`src/rtl/tron_pkg.sv`:
```
// Shared definitions for the Tron game blocks: state codes, frame timing
// constants and the countdown seconds helper.
package tron_pkg;

    typedef enum logic [2:0] {
        GS_TITLE     = 3'd0,
        GS_COUNTDOWN = 3'd1,
        GS_PLAY      = 3'd2,
        GS_BLUE_WIN  = 3'd3,
        GS_RED_WIN   = 3'd4,
        GS_DRAW      = 3'd5,
        GS_PAUSED    = 3'd6
    } game_state_t;

    localparam int FRAMES_PER_SEC = 60;

    // Frame counter width; covers countdown and result-hold lengths up to 511.
    localparam int FRAME_CNT_W = 9;

    // Whole seconds left, rounded up and saturated to 3.
    function automatic logic [1:0] secs_remaining(input logic [FRAME_CNT_W-1:0] remaining);
        int r;
        r = int'(remaining);
        if (r > 2 * FRAMES_PER_SEC) begin
            return 2'd3;
        end else if (r > FRAMES_PER_SEC) begin
            return 2'd2;
        end else if (r > 0) begin
            return 2'd1;
        end
        return 2'd0;
    endfunction

endpackage

```
`src/rtl/edge_sync.sv`:
```
// Two-flop synchronizer followed by a registered rising-edge pulse.
// The detector only arms after it has seen the synchronized input low
// following reset, so a level held through reset release is not a press.
module edge_sync (
    input  logic clk_i,
    input  logic rst_i,
    input  logic async_i,
    output logic pulse_o
);

    logic       sync1_q;
    logic       sync2_q;
    logic       prev_q;
    logic       armed_q;
    logic       pulse_q;
    logic [1:0] fill_q;

    // Synchronize, remember the previous sample and emit a one-cycle pulse on a rise.
    always_ff @(posedge clk_i) begin
        if (rst_i) begin
            sync1_q <= 1'b0;
            sync2_q <= 1'b0;
            prev_q  <= 1'b0;
            armed_q <= 1'b0;
            pulse_q <= 1'b0;
            fill_q  <= 2'b00;
        end else begin
            // NOTE: non-blocking assignments let every flop sample the old value of
            // the one before it, which is what makes this a shift chain.
            sync1_q <= async_i;
            sync2_q <= sync1_q;
            prev_q  <= sync2_q;
            // fill_q[1] marks that sync2_q now holds a real sample, not the reset value.
            fill_q  <= {fill_q[0], 1'b1};
            armed_q <= armed_q | (fill_q[1] & ~sync2_q);
            pulse_q <= sync2_q & ~prev_q & armed_q;
        end
    end

    assign pulse_o = pulse_q;

endmodule

```
`src/rtl/game_state_ctrl.sv`:
```
// Top-level game flow controller: title, countdown, play, pause and result
// screens, driven by frame strobes, key presses and score-block events.
module game_state_ctrl
    import tron_pkg::*;
#(
    parameter int COUNTDOWN_FRAMES = 180,
    parameter int WIN_FRAMES       = 300
) (
    input  logic       Clk,
    input  logic       Reset,
    input  logic       frame_clk,
    input  logic       start_key,
    input  logic       pause_key,
    input  logic       Blue_W,
    input  logic       Red_W,
    input  logic       reset_round,
    output logic [2:0] Game_State,
    output logic       round_reset,
    output logic       freeze,
    output logic [1:0] countdown_sec
);

    localparam logic [FRAME_CNT_W-1:0] CD_TOTAL = FRAME_CNT_W'(COUNTDOWN_FRAMES);
    localparam logic [FRAME_CNT_W-1:0] CD_LAST  = FRAME_CNT_W'(COUNTDOWN_FRAMES - 1);
    localparam logic [FRAME_CNT_W-1:0] WIN_HOLD = FRAME_CNT_W'(WIN_FRAMES);

    logic frame_tick;
    logic start_press;
    logic pause_press;

    game_state_t            state_q, state_d;
    logic [FRAME_CNT_W-1:0] cnt_q, cnt_d;
    logic                   round_reset_q, round_reset_d;
    logic                   freeze_q, freeze_d;
    logic [1:0]             countdown_sec_q, countdown_sec_d;

    edge_sync u_frame_sync (
        .clk_i   (Clk),
        .rst_i   (Reset),
        .async_i (frame_clk),
        .pulse_o (frame_tick)
    );

    edge_sync u_start_sync (
        .clk_i   (Clk),
        .rst_i   (Reset),
        .async_i (start_key),
        .pulse_o (start_press)
    );

    edge_sync u_pause_sync (
        .clk_i   (Clk),
        .rst_i   (Reset),
        .async_i (pause_key),
        .pulse_o (pause_press)
    );

    // Next-state decision for the game flow.
    always_comb begin
        // NOTE: assigning the default first means every path drives state_d,
        // so no latch is inferred when a case arm leaves it unchanged.
        state_d = state_q;
        case (state_q)
            GS_TITLE: begin
                if (start_press) state_d = GS_COUNTDOWN;
            end
            GS_COUNTDOWN: begin
                if (frame_tick && (cnt_q == CD_LAST)) state_d = GS_PLAY;
            end
            GS_PLAY: begin
                // Win levels outrank a crash pulse; a crash outranks a pause press.
                if (Blue_W && Red_W)  state_d = GS_DRAW;
                else if (Blue_W)      state_d = GS_BLUE_WIN;
                else if (Red_W)       state_d = GS_RED_WIN;
                else if (reset_round) state_d = GS_COUNTDOWN;
                else if (pause_press) state_d = GS_PAUSED;
            end
            GS_BLUE_WIN, GS_RED_WIN, GS_DRAW: begin
                if (start_press && (cnt_q == WIN_HOLD)) state_d = GS_TITLE;
            end
            GS_PAUSED: begin
                if (pause_press) state_d = GS_PLAY;
            end
            default: state_d = GS_TITLE;
        endcase
    end

    // Frame counter next value: clear on any transition, count ticks in timed states.
    always_comb begin
        cnt_d = cnt_q;
        if (state_d != state_q) begin
            cnt_d = '0;
        end else if (frame_tick) begin
            case (state_q)
                GS_COUNTDOWN: cnt_d = cnt_q + 1'b1;
                GS_BLUE_WIN, GS_RED_WIN, GS_DRAW: begin
                    if (cnt_q != WIN_HOLD) cnt_d = cnt_q + 1'b1;
                end
                default: cnt_d = cnt_q;
            endcase
        end
    end

    // Output values for the next cycle, derived from the upcoming state and count.
    always_comb begin
        round_reset_d   = (state_d == GS_COUNTDOWN) && (state_q != GS_COUNTDOWN);
        freeze_d        = (state_d != GS_PLAY);
        countdown_sec_d = (state_d == GS_COUNTDOWN) ? secs_remaining(CD_TOTAL - cnt_d) : 2'd0;
    end

    // State register.
    always_ff @(posedge Clk) begin
        if (Reset) state_q <= GS_TITLE;
        else       state_q <= state_d;
    end

    // Frame counter register.
    always_ff @(posedge Clk) begin
        if (Reset) cnt_q <= '0;
        else       cnt_q <= cnt_d;
    end

    // Registered outputs.
    always_ff @(posedge Clk) begin
        if (Reset) begin
            round_reset_q   <= 1'b0;
            freeze_q        <= 1'b1;
            countdown_sec_q <= 2'd0;
        end else begin
            round_reset_q   <= round_reset_d;
            freeze_q        <= freeze_d;
            countdown_sec_q <= countdown_sec_d;
        end
    end

    assign Game_State    = state_q;
    assign round_reset   = round_reset_q;
    assign freeze        = freeze_q;
    assign countdown_sec = countdown_sec_q;

endmodule

```
`config.mk`:
```
export PLATFORM = sky130hd
export DESIGN_NAME = game_state_ctrl
export DESIGN_NICKNAME = d
export VERILOG_FILES = /design/src/rtl/tron_pkg.sv /design/src/rtl/edge_sync.sv /design/src/rtl/game_state_ctrl.sv
export SDC_FILE = /design/constraint.sdc
export NUM_CORES = 1
export LEC_CHECK = 0
export CORE_UTILIZATION = 38
export DETAILED_ROUTE_END_ITERATION = 8
export GPL_TIMING_DRIVEN = 0
export PLACE_DENSITY = 0.54
export SLEW_MARGIN = 5
export SYNTH_ARGS = -nofsm -noshare
export SYNTH_HDL_FRONTEND = slang
export SYNTH_SLANG_ARGS = --single-unit
```
`constraint.sdc`:
```
create_clock -name Clk -period 4.7 [get_ports Clk]
set_clock_uncertainty 0.05 [all_clocks]
set_input_delay 0.94 -clock Clk [delete_from_list [all_inputs] [get_ports Clk]]
set_output_delay 0.94 -clock Clk [all_outputs]
set_load 0.005 [all_outputs]
```
==> out/results.ini <==
[cts]
cts_buffers=5
cts_tree=built
clk_pin_slew_worst_paths_ns=0.07
cts.sinks=33
cts_setup_buffers=0
h-tree-depth=2
cts-root-buf=clkbuf_8
cts_hold_buf=0
clockBufferDepth=2
insertion_delay_ns=0.29
cts_resized=0

[placed_design]
dpl-instance-area_um2=1943
pre_cts_slack_ns=0.6594
gp_congestion=0.8673
place.port_buffers=14
hpwl_um=2857

[critical_path]
crit_type=input port to flip-flop
start_kind=input port
crit_path_end_kind=flip-flop
crit_arrival_ns=3.87
rr_endpoint=countdown_sec[0]
worstSetupEndpoint=countdown_sec[0]
cp.required_ns=4.82
critPathMaxFanout=6
r2r_slack_ns=0.99
r2r_cells=15
startpoint=Red_W
reg2reg_from=cnt_q[0]

[final_layout]
utilization_pct=46.95
area_growth_syn_to_layout_pct=18.43
multiInputGateArea_um2=962.2
fin_nets=236
seq_area_um2=660.6
drive_gt1_share_pct=11.11
largest_register_ffs=9
fillCellCount=452
stdcell_area_um2=2058
antenna_cells=0
largest-register=cnt_q

[timing]
slew_viol_final=0
rsz0062_at_grt=false
min_period_over_period_pct=79.83
slew_headroom_pct=53.03
worst_pin_slew_ns=0.6982
finalSetupViolCount=0
fmax_mhz=266.5
final_hold_viol_count=0
period_minus_slack_ns=3.752
layout_setup_ws_ns=0.9480
tns_ns=0

[global_routing]
grt_pass1_vias=1423
grt_usage_pct=17.11
grt_max_degree=13
grt_pass1_wl_um=6644
grt_overflow=0
grt_antenna_before_repair=0

[yosys]
ys_warn_count=0
async_flop_share_pct=0
synthFlopType=dfxtp_1
synthCells=203
synth_area_um2=1738
synth_edf_count=0
synth_cell_type_count=52
synth_area_per_cell_um2=8.561
synth-seq-cells=33
yosysSeqAreaShare_pct=38.01
synth_nets=215

[hold_path]
hold_class=flip-flop to flip-flop
holdPathStages=1

[die]
die_h_um=69.63
coreArea_um2=4384
ios=15
fp.dieW_um=69.63
start_util_pct=39.64
row_count=24
dieArea_um2=4848

[routing]
drt_pass1_iterations=4
drcViolationCount=0
routed_via_density=5.329
wl_per_cell_um=13.31
ant_nets=0
detail_route.iter0.violations=84
finalWirelength_um=3688
via_count=1476

[power_and_ir_drop]
powerDensity_nw_per_um2=282.0
ir_drop_v=0.0001822
total_power_mw=0.5804
p_leak_nw=0.7507

[run]
max-cap-violations=0

[outcome]
status=finished clean

-- kinds of logic (layout without fill, tap and decap cells) --
logic type	after synthesis	count (layout)	synth area share [%]
and+or+nand+nor	88	88	29.01
DFF	33	33	38.01
xor gates and xnor gates	8	8	4.032
muxes	4	4	2.376
AOI/OAI and AO/OA	43	43	17.06
adders and majority gates	4	4	2.880
buffers and inverters	23	45	6.623
-- layout by cell type (no fill, tap or decap), types with 3 or more instances in the layout --
cell type / count
nor2b_1: 7
a21oi_1: 11
and2_1: 4
a31oi_1: 3
nand3_1: 7
clkbuf_8: 5
ha_1: 4
nand2_1: 11
nor4_1: 3
xor2_1: 3
nand2b_1: 3
xnor2_1: 5
clkbuf_1: 3
nor4b_1: 4
buf_6: 3
clkdlybuf4s50_1: 14
dfxtp_1: 33
a211oi_1: 5
mux2i_1: 3
o21ai_0: 5
nand4_1: 4
inv_1: 14
nor2_1: 29
-- how the worst min path moves through the flow --
| stage | end | start |
|---|---|---|
| global placement | u_pause_sync.pulse_o | u_pause_sync.prev_q |
| CTS | u_pause_sync.pulse_o | u_pause_sync.prev_q |
| detailed placement | u_pause_sync.pulse_o | u_pause_sync.prev_q |
| finish | u_pause_sync.pulse_o | u_pause_sync.prev_q |
| floorplan | u_frame_sync.pulse_o | u_frame_sync.prev_q |
| global route | u_pause_sync.pulse_o | u_pause_sync.prev_q |
-- report_power, final --
group,switching [mW],internal [mW]
Combinational,0.0113,0.0118
Sequential,0.00235,0.286
Clock,0.110,0.159
-- synthesized netlist by cell type (3+ instances only) --
library cell  instances  area (um^2)
a211oi_1              5        37.54
a21oi_1              11        55.05
a31oi_1               3        18.77
and2_1                4        25.02
buf_6                 3        33.78
clkbuf_1              3        11.26
dfxtp_1              33        660.6
ha_1                  4        50.05
inv_1                14        52.55
mux2i_1               3        30.03
nand2_1              11        41.29
nand2b_1              3        18.77
nand3_1               7        35.03
nand4_1               4        25.02
nor2_1               29        108.9
nor2b_1               7        43.79
nor4_1                3        18.77
nor4b_1               4        35.03
o21ai_0               5        25.02
xnor2_1               5        43.79
xor2_1                3        26.28
-- critical path: stages --
cell and delay, ns:
clkdlybuf4s50_1 0.45, nor4_1 0.27, o31ai_1 0.10, o32a_1 0.27
or2_2 0.34, ha_1 0.23, o21bai_1 0.18, nor2_1 0.24
o21ai_0 0.19, mux2i_1 0.33, mux2i_1 0.23, o211ai_1 0.11
-- through the flow --
stage,std cells,hold slack (ns)
after floorplan,203,0.3236
after global placement,269,0.3305
after detailed placement,269,0.3337
after CTS,277,0.3479
after global routing,277,0.3733
final,277,0.3463
-- final cells by class --
cell class,count,area share (%)
buffer,9,3.040
clock buffer,5,3.343
clock inverter,3,2.249
inverter,14,2.553
multi-input combinational,147,46.75
sequential,33,32.10
tap,52,3.161
timing repair buffer,14,6.809
-- layer usage --
metal  routed length, um  up-vias  track usage (%)
met3                 130        4            3.924
met4                  34        0            4.667
met2                1796       25            28.05
li1                    -      766                -
met1                1726      681            22.58
met5                   0        -                0
(Power assumes the default switching activity.)
